===== src/rtl/led_ctrl_pkg.sv =====
// Shared mode encoding and sizing helpers for the LED mode controller.
// Imported by the RTL and by the bench so both agree on the mode sequence.
package led_ctrl_pkg;

  typedef enum logic [1:0] {
    MODE_XOR     = 2'd0,
    MODE_BLINK   = 2'd1,
    MODE_BREATHE = 2'd2,
    MODE_OFF     = 2'd3
  } mode_t;

  function automatic mode_t next_mode(input mode_t m);
    case (m)
      MODE_XOR:     return MODE_BLINK;
      MODE_BLINK:   return MODE_BREATHE;
      MODE_BREATHE: return MODE_OFF;
      default:      return MODE_XOR;
    endcase
  endfunction

  // Counter width able to hold n-1, never narrower than one bit.
  function automatic int cnt_width(input int n);
    return (n > 1) ? $clog2(n) : 1;
  endfunction

endpackage


===== src/rtl/switch_debounce.sv =====
// Two-flop synchronizer plus debounce for one raw switch; a change held steady
// appears on stable DEBOUNCE_CYCLES+2 cycles later, any bounce restarts the count.
module switch_debounce
  import led_ctrl_pkg::*;
#(
  parameter int DEBOUNCE_CYCLES = 16000
) (
  input  logic CLK,
  input  logic RST,
  input  logic raw,
  output logic stable
);

  localparam int CW = cnt_width(DEBOUNCE_CYCLES);
  localparam logic [CW-1:0] CNT_LAST = CW'(DEBOUNCE_CYCLES - 1);

  logic [1:0]    r_sync;
  logic          r_stable;
  logic [CW-1:0] r_cnt;

  always_ff @(posedge CLK) begin
    if (RST) begin
      r_sync   <= 2'b00;
      r_stable <= 1'b0;
      r_cnt    <= '0;
    end else begin
      r_sync <= {r_sync[0], raw};
      if (r_sync[1] == r_stable) begin
        r_cnt <= '0;
      end else if (r_cnt == CNT_LAST) begin
        r_stable <= r_sync[1];
        r_cnt    <= '0;
      end else begin
        r_cnt <= r_cnt + 1'b1;
      end
    end
  end

  assign stable = r_stable;

endmodule


===== src/rtl/led_mode_ctrl.sv =====
// Debounces both switches, steps the mode on each two-switch chord press and
// drives the registered LED from XOR, blink, PWM breathing or off.
module led_mode_ctrl
  import led_ctrl_pkg::*;
#(
  parameter int DEBOUNCE_CYCLES = 16000,
  parameter int BLINK_HALF      = 8000000,
  parameter int PWM_BITS        = 8,
  parameter int BREATH_STEP     = 31250
) (
  input  logic       CLK,
  input  logic       RST,
  input  logic       SW1,
  input  logic       SW2,
  output logic       LED,
  output logic       USBPU,
  output logic [1:0] MODE
);

  localparam int BW = cnt_width(BLINK_HALF);
  localparam int SW = cnt_width(BREATH_STEP);
  localparam logic [BW-1:0]       BLINK_LAST    = BW'(BLINK_HALF - 1);
  localparam logic [SW-1:0]       STEP_LAST     = SW'(BREATH_STEP - 1);
  localparam logic [PWM_BITS-1:0] DUTY_ONE      = PWM_BITS'(1);
  localparam logic [PWM_BITS-1:0] DUTY_NEAR_TOP = ~DUTY_ONE;

  logic                w_stable1, w_stable2, w_chord, w_rise;
  logic                r_chord_q;
  mode_t               r_mode, w_mode_nxt;
  logic [BW-1:0]       r_blink_cnt;
  logic                r_phase, w_phase_nxt;
  logic [PWM_BITS-1:0] r_pwm_cnt, r_duty;
  logic [SW-1:0]       r_step_cnt;
  logic                r_dir_down;
  logic                r_led, w_led_nxt;

  switch_debounce #(.DEBOUNCE_CYCLES(DEBOUNCE_CYCLES)) u_deb1 (
    .CLK(CLK), .RST(RST), .raw(SW1), .stable(w_stable1)
  );
  switch_debounce #(.DEBOUNCE_CYCLES(DEBOUNCE_CYCLES)) u_deb2 (
    .CLK(CLK), .RST(RST), .raw(SW2), .stable(w_stable2)
  );

  assign w_chord = w_stable1 & w_stable2;
  assign w_rise  = w_chord & ~r_chord_q;

  // LED in BLINK follows the post-edge phase so the first rise lands
  // exactly BLINK_HALF cycles after MODE changes.
  always_comb begin
    w_mode_nxt  = r_mode;
    w_phase_nxt = r_phase;
    w_led_nxt   = 1'b0;
    if (w_rise) w_mode_nxt = next_mode(r_mode);
    if (r_blink_cnt == BLINK_LAST) w_phase_nxt = ~r_phase;
    case (r_mode)
      MODE_XOR:     w_led_nxt = w_stable1 ^ w_stable2;
      MODE_BLINK:   w_led_nxt = w_phase_nxt;
      MODE_BREATHE: w_led_nxt = (r_pwm_cnt < r_duty);
      default:      w_led_nxt = 1'b0;
    endcase
  end

  always_ff @(posedge CLK) begin
    if (RST) begin
      r_chord_q   <= 1'b0;
      r_mode      <= MODE_XOR;
      r_led       <= 1'b0;
      r_blink_cnt <= '0;
      r_phase     <= 1'b0;
      r_pwm_cnt   <= '0;
      r_duty      <= '0;
      r_step_cnt  <= '0;
      r_dir_down  <= 1'b0;
    end else begin
      r_chord_q <= w_chord;
      r_mode    <= w_mode_nxt;
      r_led     <= w_led_nxt;
      if (w_rise) begin
        r_blink_cnt <= '0;
        r_phase     <= 1'b0;
        r_pwm_cnt   <= '0;
        r_duty      <= '0;
        r_step_cnt  <= '0;
        r_dir_down  <= 1'b0;
      end else begin
        if (r_mode == MODE_BLINK) begin
          r_phase     <= w_phase_nxt;
          r_blink_cnt <= (r_blink_cnt == BLINK_LAST) ? '0 : r_blink_cnt + 1'b1;
        end
        if (r_mode == MODE_BREATHE) begin
          r_pwm_cnt <= r_pwm_cnt + 1'b1;
          if (r_step_cnt == STEP_LAST) begin
            r_step_cnt <= '0;
            // Direction turns at the extremes so duty traces a triangle.
            if (!r_dir_down) begin
              r_duty <= r_duty + 1'b1;
              if (r_duty == DUTY_NEAR_TOP) r_dir_down <= 1'b1;
            end else begin
              r_duty <= r_duty - 1'b1;
              if (r_duty == DUTY_ONE) r_dir_down <= 1'b0;
            end
          end else begin
            r_step_cnt <= r_step_cnt + 1'b1;
          end
        end
      end
    end
  end

  assign LED   = r_led;
  assign USBPU = 1'b0;
  assign MODE  = r_mode;

endmodule


===== config.mk =====
export PLATFORM = sky130hd
export DESIGN_NAME = led_mode_ctrl
export DESIGN_NICKNAME = d
export VERILOG_FILES = /design/src/rtl/led_ctrl_pkg.sv /design/src/rtl/switch_debounce.sv /design/src/rtl/led_mode_ctrl.sv
export SDC_FILE = /design/constraint.sdc
export NUM_CORES = 1
export LEC_CHECK = 0
export CAP_MARGIN = 30
export CORE_MARGIN = 4
export CORE_UTILIZATION = 60
export CTS_BUF_LIST = sky130_fd_sc_hd__clkbuf_8
export CTS_CLUSTER_DIAMETER = 30
export CTS_CLUSTER_SIZE = 40
export DETAILED_ROUTE_END_ITERATION = 7
export HOLD_SLACK_MARGIN = 0.05
export PLACE_DENSITY = 0.77
export SYNTH_ARGS = -nofsm -noshare
export SYNTH_HDL_FRONTEND = slang
export SYNTH_SLANG_ARGS = --single-unit

===== constraint.sdc =====
create_clock -name CLK -period 5.35 [get_ports CLK]
set_clock_uncertainty 0.1 [all_clocks]
set_input_delay 1.07 -clock CLK [delete_from_list [all_inputs] [get_ports CLK]]
set_output_delay 1.07 -clock CLK [all_outputs]
set_load 0.1 [all_outputs]

## Yosys cells after proc, flatten, opt, wreduce, memory -nomap -nowiden

Index checks and enable logic that the tools add are counted.

| cells by class | value |
|---|---|
| add/sub/neg operators | 7 |
| multipliers | 0 |
| div/mod/pow operators | 0 |
| magnitude comparators | 1 |
| equality and inequality tests | 10 |
| shifts and indexed selects | 0 |
| muxes and demuxes | 9 |
| bitwise logic cells | 7 |
| reduce and logical (&&, ||, !) cells | 7 |

Operator list:

| kind | number |
|---|---|
| 14-bit by 1-bit adder with 14-bit output, second input constant | 2 |
| 14-bit == test, second input constant | 2 |
| 23-bit by 1-bit adder with 23-bit output, second input constant | 1 |
| 23-bit == test, second input constant | 1 |
| 23-bit 2-to-1 mux | 1 |
| 8-bit by 1-bit adder with 8-bit output, second input constant | 2 |
| 15-bit by 1-bit adder with 15-bit output, second input constant | 1 |
| 15-bit == test, second input constant | 1 |
| 15-bit 2-to-1 mux | 1 |
| 8-bit by 1-bit == test with 1-bit output, second input constant | 1 |
| 8-bit == test, second input constant | 1 |
| 8-bit < comparator | 1 |
| 8-bit 2-to-1 mux | 1 |
| 8-bit by 1-bit subtractor with 8-bit output, second input constant | 1 |
| 2-bit one-hot mux with 3 select lines | 1 |
| 2-bit AND reduction | 3 |
| 3-bit OR reduction | 2 |
| 1-bit 2-to-1 mux | 4 |
| 1-bit inverter | 4 |
| 1-bit one-hot mux with 3 select lines | 1 |
| 1-bit AND | 2 |
| 1-bit == test | 2 |
| 2-bit by 1-bit == test with 1-bit output, second input constant | 1 |
| 2-bit == test, second input constant | 1 |
| 3 further kinds | 3 |

| word-level totals | value |
|---|---|
| bits in registers | 94 |
| latch bits | 0 |
| memory bits (writable) | 0 |
| bits in read-only memories | 0 |
| bits of input ports | 4 |
| output and inout port bits | 4 |
| word-level logic and storage cells | 56 |
| memories | 0 |

## Depth between registers and ports, before layout

Gate-level depths: netlist of run 1.

| depth | value |
|---|---|
| depth after elaboration | 3 |
| mapped depth | 9 |
| depth with buffers taken out | 7 |

## Hierarchy

Synthesis of run 1 repeated with hierarchy kept, for this count alone.

| second synthesis, totals | value |
|---|---|
| cells, all modules | 512 |
| area total of the unflattened synthesis | 4524.3 µm² |

Modules (own cells, without submodules):

| module | times used | cells an instance | area each (µm²) | seq. area each (µm²) |
|---|---|---|---|---|
| led_mode_ctrl | 1 | 360 | 3065.4 | 1201.2 |
| switch_debounce | 2 | 76 | 729.4 | 340.3 |

## Least setup slack after synthesis of run 1

No wires, ideal clock.

| timing path | value |
|---|---|
| kind | reg-to-reg |
| from | reg r_mode[1], in the netlist MODE[1] |
| to | reg r_dir_down |
| library setup time | 0.070 ns |
| arrival | 3.062 ns |
| data required time | 5.180 ns |
| slack | 2.118 ns |
| stages on the path, launching flop included | 7 |
| buffers on the path | 1 |
| clock period less this slack | 3.232 ns |
| cell sequence | dfxtp_1 > ha_1 > or4b_1 > or4_1 > buf_2 > or4_1 > a21oi_1 |

| between the ends | value |
|---|---|
| cells in the longest elaborated chain, start to end | 2 |

Ends and longest elaborated chain:

| item | line | RTL |
|---|---|---|
| start: declaration | led_mode_ctrl.sv:29 | `mode_t r_mode, w_mode_nxt;` |
| start signal: assignment | led_mode_ctrl.sv:76 | `r_mode <= w_mode_nxt;` |
| 2-bit == test | led_mode_ctrl.sv:90 | `if (r_mode == MODE_BREATHE) begin` |
| 2-bit AND reduction (no source line) | n/a |  |
| end signal: assignment | led_mode_ctrl.sv:84 | `r_dir_down <= 1'b0;` |
| end signal: assignment | led_mode_ctrl.sv:97 | `if (r_duty == DUTY_NEAR_TOP) r_dir_down <= 1'b1;` |
| end signal: assignment | led_mode_ctrl.sv:100 | `if (r_duty == DUTY_ONE) r_dir_down <= 1'b0;` |
| end: declaration | led_mode_ctrl.sv:34 | `logic r_dir_down;` |

No other way between the ends.
A chain may end at the register's enable or synchronous reset.

## Final worst setup path of run 1

| timing path | value |
|---|---|
| from | reg r_mode[0], in the netlist MODE[0] |
| to | reg r_dir_down |

The elaborated chain is that of the path after synthesis.

==> key figures, run 1 <==
Worst setup path
  – Critical path's largest stage delay: 0.77 ns
  – Element type at the critical path start: flop
  – Category of the most critical setup path: flop to flop
  – Stages on the worst setup path: 6
  – Worst-path cell with the longest stage delay: or4_1
  – CP Data Required Time: 5.53 ns
  – Critical path buffers and inverters: 1
  – Cell type group with the largest total delay on the critical path: simple AND/OR/NAND/NOR gates
  – Kind of end point of the critical path: flop
  – Number of cells on the worst reg-to-reg path: 6
  – Arrival time of data at the critical path endpoint: 3.32 ns
  – Maximum fanout along the worst path: 16
  – Cell mode on critical path: or4_1
  – Critical-path cell list: inv_1 -> ha_1 -> or4b_1 -> or4_1 -> or4_1 -> a21oi_1

Global routing
  – Total congestion overflow after global routing: 0
  – Maximum number of pins on one net before global-route repair: 19
  – Global-route wire length before repair: 13.7 mm
  – Tot GR Track Use: 0.190
  – Via count of the first global-routing pass: 3205
  – Initial antenna violation count: 0

Logic synthesis
  – Synth Warn #: 0
  – Post-synth design cell area: 4390 um^2
  – Seq cells post-synth: 94
  – Fraction of the yosys area taken by sequential cells: 0.429
  – Most common cell in the synthesized netlist: nor2_1
  – Number of distinct library cells after synthesis: 38
  – Post-synth top cells: 96 x nor2_1, 94 x dfxtp_1, 37 x xor2_1
  – Number of enable flip-flop cells after synthesis: 0
  – Share of the synthesized area in the top cell type: 0.429
  – Primary flip-flop cell chosen by synthesis mapping: dfxtp_1
  – Mapped Cells: 512
  – Share of flip-flops with an asynchronous set or reset: 0
  – Top cells by area, synth: dfxtp_1 43%, nor2_1 8.2%, xor2_1 7.4%
  – Synthesized netlist net count: 538
  – Cell accounting for the most synthesized area: dfxtp_1
  – Per-instance average area after synthesis: 8.57 um^2

Clock tree
  – Max Root-Sink Buffers: 2
  – Total CTS buffers: 9
  – Clock root buffer: clkbuf_8
  – Reg clk slew, reported paths: 0.09 ns
  – Quantity of gates resized following cts: 0
  – CTS sink count: 94
  – Hold-fix buffers at CTS: 0
  – Clk_lat worst skew: 0.35 ns
  – TritonCTS clock tree: done
  – Number of H-tree levels: 3
  – Post-CTS Repair Setup Buffers: 0

Placed design
  – Input/output buffers: 6
  – Final weighted congestion in routability-driven placement: 0.811
  – Detailed placement HPWL: 5.58 mm
  – Post-placement cell count: 598

Timing
  – Number of setup violations in the final report: 0
  – Final critical-path share of the clock period: 0.586
  – Unrepaired setup endpoints after global routing: false
  – Setup TNS: 0 ns
  – Rel. slew slack: 0.341
  – Max Clk Rate: 0.319 GHz
  – Max-slew violations: 0
  – Fin. Hold Viols: 0
  – Actual transition at the worst max-transition pin: 0.985 ns
  – Min Hold Slack: 0.350 ns
  – Post-layout minimum cycle time: 3.14 ns

Floorplanning
  – Core box area: 6940 um^2
  – Std cell rows: 30
  – DIE WIDTH: 93.5 um
  – Boundary pin count: 8
  – Starting density of the core: 0.632
  – Die area: 8750 um^2
  – Die height: 93.5 um

Routing
  – Overall via count from detail_route: 3382
  – Detailed Routing Iterations Pass 1: 4
  – DR iter-0 viols: 170
  – DRC Markers: 0
  – Antenna viol nets, final: 0
  – Overall routed net length: 7.66 mm
  – Detailed-route wire length per cell: 12.5 um
  – Via density per instance: 5.52

Cells and area
  – Number of standard cells in the final layout excluding fillers: 613
  – Nets@finish: 539
  – Fill cell count: 568
  – Synth-to-Final Area Change: 7.13%
  – Layout cells sized above 1: 0.0445
  – Diode count: 0
  – Util after Layout: 0.677

Power
  – Standby leakage power: 1.58 nW
  – VDD IR max: 175 uV
  – Power density over the cells: 252 nW/um^2

Min path
  – Type of the tightest min-delay check: flop to flop
  – Number of cells on the worst hold path: 1

Flow run
  – Max cap viols: 0

Outcome
  – Result of the run: finished clean
## metal layers
layer  vias to the layer above  share of wire  global-route usage
met2                        41           0.48               0.325
met5                         -              0                   0
met4                         0          0.011              0.0638
met3                        10          0.033              0.0394
met1                      1596           0.48               0.238
li1                       1735              -                   -
## cell families (layout without fill, tap and decap cells)
logic type	count (synthesis)	after routing	share of synthesized area
flip-flops	94	94	0.429
other	1	1	0.000854
multiplexers	6	6	0.0137
buffers and inverters	35	40	0.0316
XOR/XNOR	68	68	0.136
AND/OR/NAND/NOR	246	246	0.275
AO/OA/AOI/OAI	40	40	0.0516
adder cells (fa/ha/maj)	22	22	0.0627
## cell type report
type	count	area [um^2]	share of cell area
tap	96	120	0.0255
timing repair buffer	7	67.6	0.0144
multi-input combinational	383	2370	0.504
clock buffer	10	138	0.0293
sequential	94	1880	0.400
clock inverter	5	58.8	0.0125
inverter	18	67.6	0.0144
## final timing paths
| kind | from | end | slack [ns] |
|---|---|---|---|
| min reg2reg | u_deb1.r_cnt[0] | u_deb1.r_cnt[0] | 0.35 |
| min | u_deb1.r_cnt[0] | u_deb1.r_cnt[0] | 0.35 |
| max reg2reg | MODE[0] | r_dir_down | 2.21 |
| max | MODE[0] | r_dir_down | 2.21 |
## metrics by stage
stage / total power [mW] / area, um^2 / setup WS, ns
after floorplan: 0.733 / 4390 / 2.12
after global placement: 0.736 / 4510 / 2.16
after detailed placement: 0.737 / 4510 / 2.10
after CTS: 1.20 / 4700 / 2.21
after global routing: 1.23 / 4700 / 2.01
final: 1.19 / 4700 / 2.21
## placed cells by master (no fill, tap or decap), types with 2 or more instances in the layout
master,n
nand3_1,25
nand2b_1,6
or4bb_1,2
nand2_1,36
nand3b_1,3
a21oi_1,19
or2_2,5
nor2_1,96
a31oi_1,2
nor2b_1,6
clkdlybuf4s50_1,6
mux2i_1,6
or4_1,4
nand4_1,21
and4_1,4
clkinv_2,2
and3_1,6
xor2_1,37
a211oi_1,2
inv_1,18
xnor2_1,31
clkbuf_8,10
nor3_1,11
nor4_1,5
dfxtp_1,94
ha_1,22
nor4b_1,3
or3_1,11
o21ai_0,12
## where the power goes
| part | switching, mW | internal [mW] |
|---|---|---|
| Combinational | 0.0135 | 0.00492 |
| Clock | 0.238 | 0.228 |
| Sequential | 0.000881 | 0.701 |
## flip-flops by register name, summed over array words and instances, names as in the netlist
name           flops
r_blink_cnt       23
r_step_cnt        15
u_deb1.r_cnt      14
u_deb2.r_cnt      14
r_duty             8
r_pwm_cnt          8
MODE               2
u_deb1.r_sync      2
u_deb2.r_sync      2
LED                1
r_chord_q          1
r_dir_down         1
r_phase            1
u_deb1.stable      1
u_deb2.stable      1
## worst register-to-register path, cell delays in order (launching register included)
cell and delay [ns]:
dfxtp_1 0.37, inv_1 0.11, ha_1 0.50, or4b_1 0.48, or4_1 0.77, or4_1 0.60, a21oi_1 0.15
Power figures use the tool's default switching activity.
==> run 2, diff against run 1 <==
==> constraint.sdc (replaced) <==
create_clock -name CLK -period 3.05 [get_ports CLK]
set_clock_uncertainty 0.1 [all_clocks]
set_input_delay 0.61 -clock CLK [delete_from_list [all_inputs] [get_ports CLK]]
set_output_delay 0.61 -clock CLK [all_outputs]
set_load 0.1 [all_outputs]
==> run 2 against run 1 <==
Die area stayed put; worst hold slack is essentially flat; via count down 2.1%; count of clock-buffer cells in the layout grew 2; flip-flop and latch count did not move; sequential power grew 75%; clock power increased by 79%; worst setup slack got worse by 1.8 ns; cell area increased by 0.75%; global-route usage rose by 0.59 points.
==> key figures, run 2 (synthesis gave the netlist of run 1 again) <==
Clock tree
  – Clk_lat worst skew: 0.35 ns (about the same)
  – TritonCTS clock tree: done
  – Max Root-Sink Buffers: 2 (unchanged)
  – Total CTS buffers: 9 (unchanged)
  – Clock root buffer: clkbuf_8
  – Post-CTS Repair Setup Buffers: 0 (unchanged)
  – Reg clk slew, reported paths: 0.08 ns (about the same)
  – Hold-fix buffers at CTS: 0 (unchanged)
  – CTS sink count: 94 (unchanged)
  – Number of H-tree levels: 3 (unchanged)
  – Quantity of gates resized following cts: 0 (unchanged)

Timing
  – Max Clk Rate: 0.377 GHz (+18%)
  – Max-slew violations: 0 (unchanged)
  – Number of setup violations in the final report: 0 (unchanged)
  – Final worst slack: 0.400 ns (-1.82 ns)
  – Fin. Hold Viols: 0 (unchanged)
  – Actual transition at the worst max-transition pin: 0.765 ns (-0.219 ns)
  – Post-layout minimum cycle time: 2.65 ns (-0.485 ns)
  – Final critical-path share of the clock period: 0.869 (+0.283)
  – Rel. slew slack: 0.486 (+0.144)
  – Setup TNS: 0 ns (unchanged)
  – Unrepaired setup endpoints after global routing: false
  – Min Hold Slack: 0.350 ns (-0.000486 ns)

Worst setup path
  – Number of cells on the worst reg-to-reg path: 7 (+1)
  – CP Data Required Time: 3.23 ns (-2.30 ns)
  – Worst-path cell with the longest stage delay: or4_1
  – Kind of end point of the critical path: flop
  – Reg2Reg Launch Point: MODE[0]
  – Element type at the critical path start: flop
  – Capturing point of the worst reg2reg path: r_duty[5]
  – Critical path's largest stage delay: 0.69 ns (-0.08 ns)
  – Category of the most critical setup path: flop to flop
  – Maximum fanout along the worst path: 9 (-7)
  – Arrival time of data at the critical path endpoint: 2.83 ns (-0.49 ns)
  – Critical-path cell list: inv_1 -> ha_1 -> or4b_1 -> or4_1 -> buf_4 -> or3_1 -> a21oi_1
  – Register-to-Register Setup Slack: 0.40 ns (-1.82 ns)

Min path
  – Terminating pin of the worst hold path: u_deb2.r_cnt[0]
  – Type of the tightest min-delay check: flop to flop
  – Number of cells on the worst hold path: 1 (unchanged)
  – Hold Crit Start: u_deb2.r_cnt[0]

Cells and area
  – Post-Layout Inst Area: 4740 um^2 (+0.75%)
  – Registers with the highest flip-flop counts: r_blink_cnt: 23 flops, r_step_cnt: 15 flops
  – Fill cell count: 551 (-3.0%)
  – Diode count: 0 (unchanged)
  – Most common library cell in the layout ignoring fill and taps: nor2_1
  – Commonest cells after routing, fill and taps aside: 96 x nor2_1, 93 x dfxtp_1, 37 x xor2_1
  – Synth-to-Final Area Change: 7.92%
  – Nets@finish: 543 (+0.74%)
  – Register name with the most flops: r_blink_cnt
  – Number of flip-flops in the largest register: 23 (unchanged)
  – Layout cells sized above 1: 0.0595 (+0.0150)

Global routing
  – Global-route wire length before repair: 13.9 mm (+1.5%)
  – Tot GR Track Use: 0.196 (+0.00593)
  – Initial antenna violation count: 0 (unchanged)
  – Total congestion overflow after global routing: 0 (unchanged)
  – Via count of the first global-routing pass: 3154 (-1.6%)
  – Maximum number of pins on one net before global-route repair: 19 (unchanged)

Placed design
  – Detailed placement HPWL: 5.42 mm (-2.8%)
  – Final weighted congestion in routability-driven placement: 0.858 (+5.8%)
  – Input/output buffers: 6 (unchanged)
  – Pre-CTS setup slack: 0.396 ns (-1.71 ns)
  – Area post-placement: 4530 um^2 (+0.53%)

Outcome
  – Result of the run: finished clean

Flow run
  – Max cap viols: 0 (unchanged)

Floorplanning
  – Std cell rows: 30 (unchanged)
  – Die height: 93.5 um (unchanged)
  – Boundary pin count: 8 (unchanged)
  – Die area: 8750 um^2 (unchanged)
  – DIE WIDTH: 93.5 um (unchanged)
  – Core box area: 6940 um^2 (unchanged)
  – Starting density of the core: 0.632 (unchanged)

Routing
  – Detailed Routing Iterations Pass 1: 4 (unchanged)
  – Detailed-route wire length per cell: 12.4 um (-1.1%)
  – Via density per instance: 5.37 (-2.7%)
  – Antenna viol nets, final: 0 (unchanged)
  – DR iter-0 viols: 158 (-7.1%)
  – Overall via count from detail_route: 3311 (-2.1%)
  – DRC Markers: 0 (unchanged)
  – Overall routed net length: 7.63 mm (-0.48%)

Power
  – Power density over the cells: 443 nW/um^2 (+76%)
  – Standby leakage power: 1.61 nW (+1.9%)
  – VDD IR max: 368 uV (+110%)
run 2: cell types whose count changed in the layout (fill, tap and decap cells not counted):
cell / before / now
buf_4: 1 / 8
clkbuf_8: 10 / 12
clkdlybuf4s50_1: 6 / 3
clkinv_2: 2 / 1
dfxtp_1: 94 / 93
dfxtp_2: 0 / 1
inv_8: 1 / 0
run 2: cell type report:
type / instances / area, um^2 / area share
well taps: 96 / 120 / 0.0254
multi-input cells: 383 / 2370 / 0.500
clock inverters: 3 / 42.5 / 0.00898
repair buffers: 11 / 90.1 / 0.0190
flip-flops and latches: 94 / 1880 / 0.398
clock buffers: 12 / 165 / 0.0349
inverters: 18 / 67.6 / 0.0143
run 2: worst max path at each step:
stage,depth (start not counted),slack (ns),end,from
after global routing,7,0.28,r_duty[5],MODE[0]
after global placement,6,0.51,r_dir_down,MODE[0]
final,7,0.40,r_duty[5],MODE[0]
after CTS,7,0.38,r_duty[5],MODE[0]
after floorplan,7,0.09,r_dir_down,MODE[0]
after detailed placement,7,0.40,r_duty[5],MODE[0]
run 2: critical path: cells and delay by family (launching register included):
family                     cells  cell delay, ns
buffers and inverters          2            0.33
DFF                            1            0.36
adders and majority gates      1            0.18
AOI/OAI and AO/OA              1            0.16
and+or+nand+nor                3            1.46
run 2: routing by layer:
metal	vias up	GRT usage	wire length (um)
li1	1738	-	-
met1	1521	0.240	3610
met2	40	0.325	3580
met3	12	0.0571	282
met4	0	0.0746	153
met5	-	0	0
run 2: power breakdown:
part | internal (mW) | switching (mW) | leakage, nW
Combinational | 0.0103 | 0.0245 | 0.752
Clock | 0.440 | 0.394 | 0.104
Sequential | 1.23 | 0.00178 | 0.758
run 2: metrics by stage:
stage          std cells  utilization  total power [mW]
3_3_place_gp         602        0.652              1.29
2_1_floorplan        512            -              1.29
3_5_place_dp         602        0.652              1.29
6_report             617        0.682              2.10
4_1_cts              617        0.682              2.13
5_1_grt              617        0.682              2.18
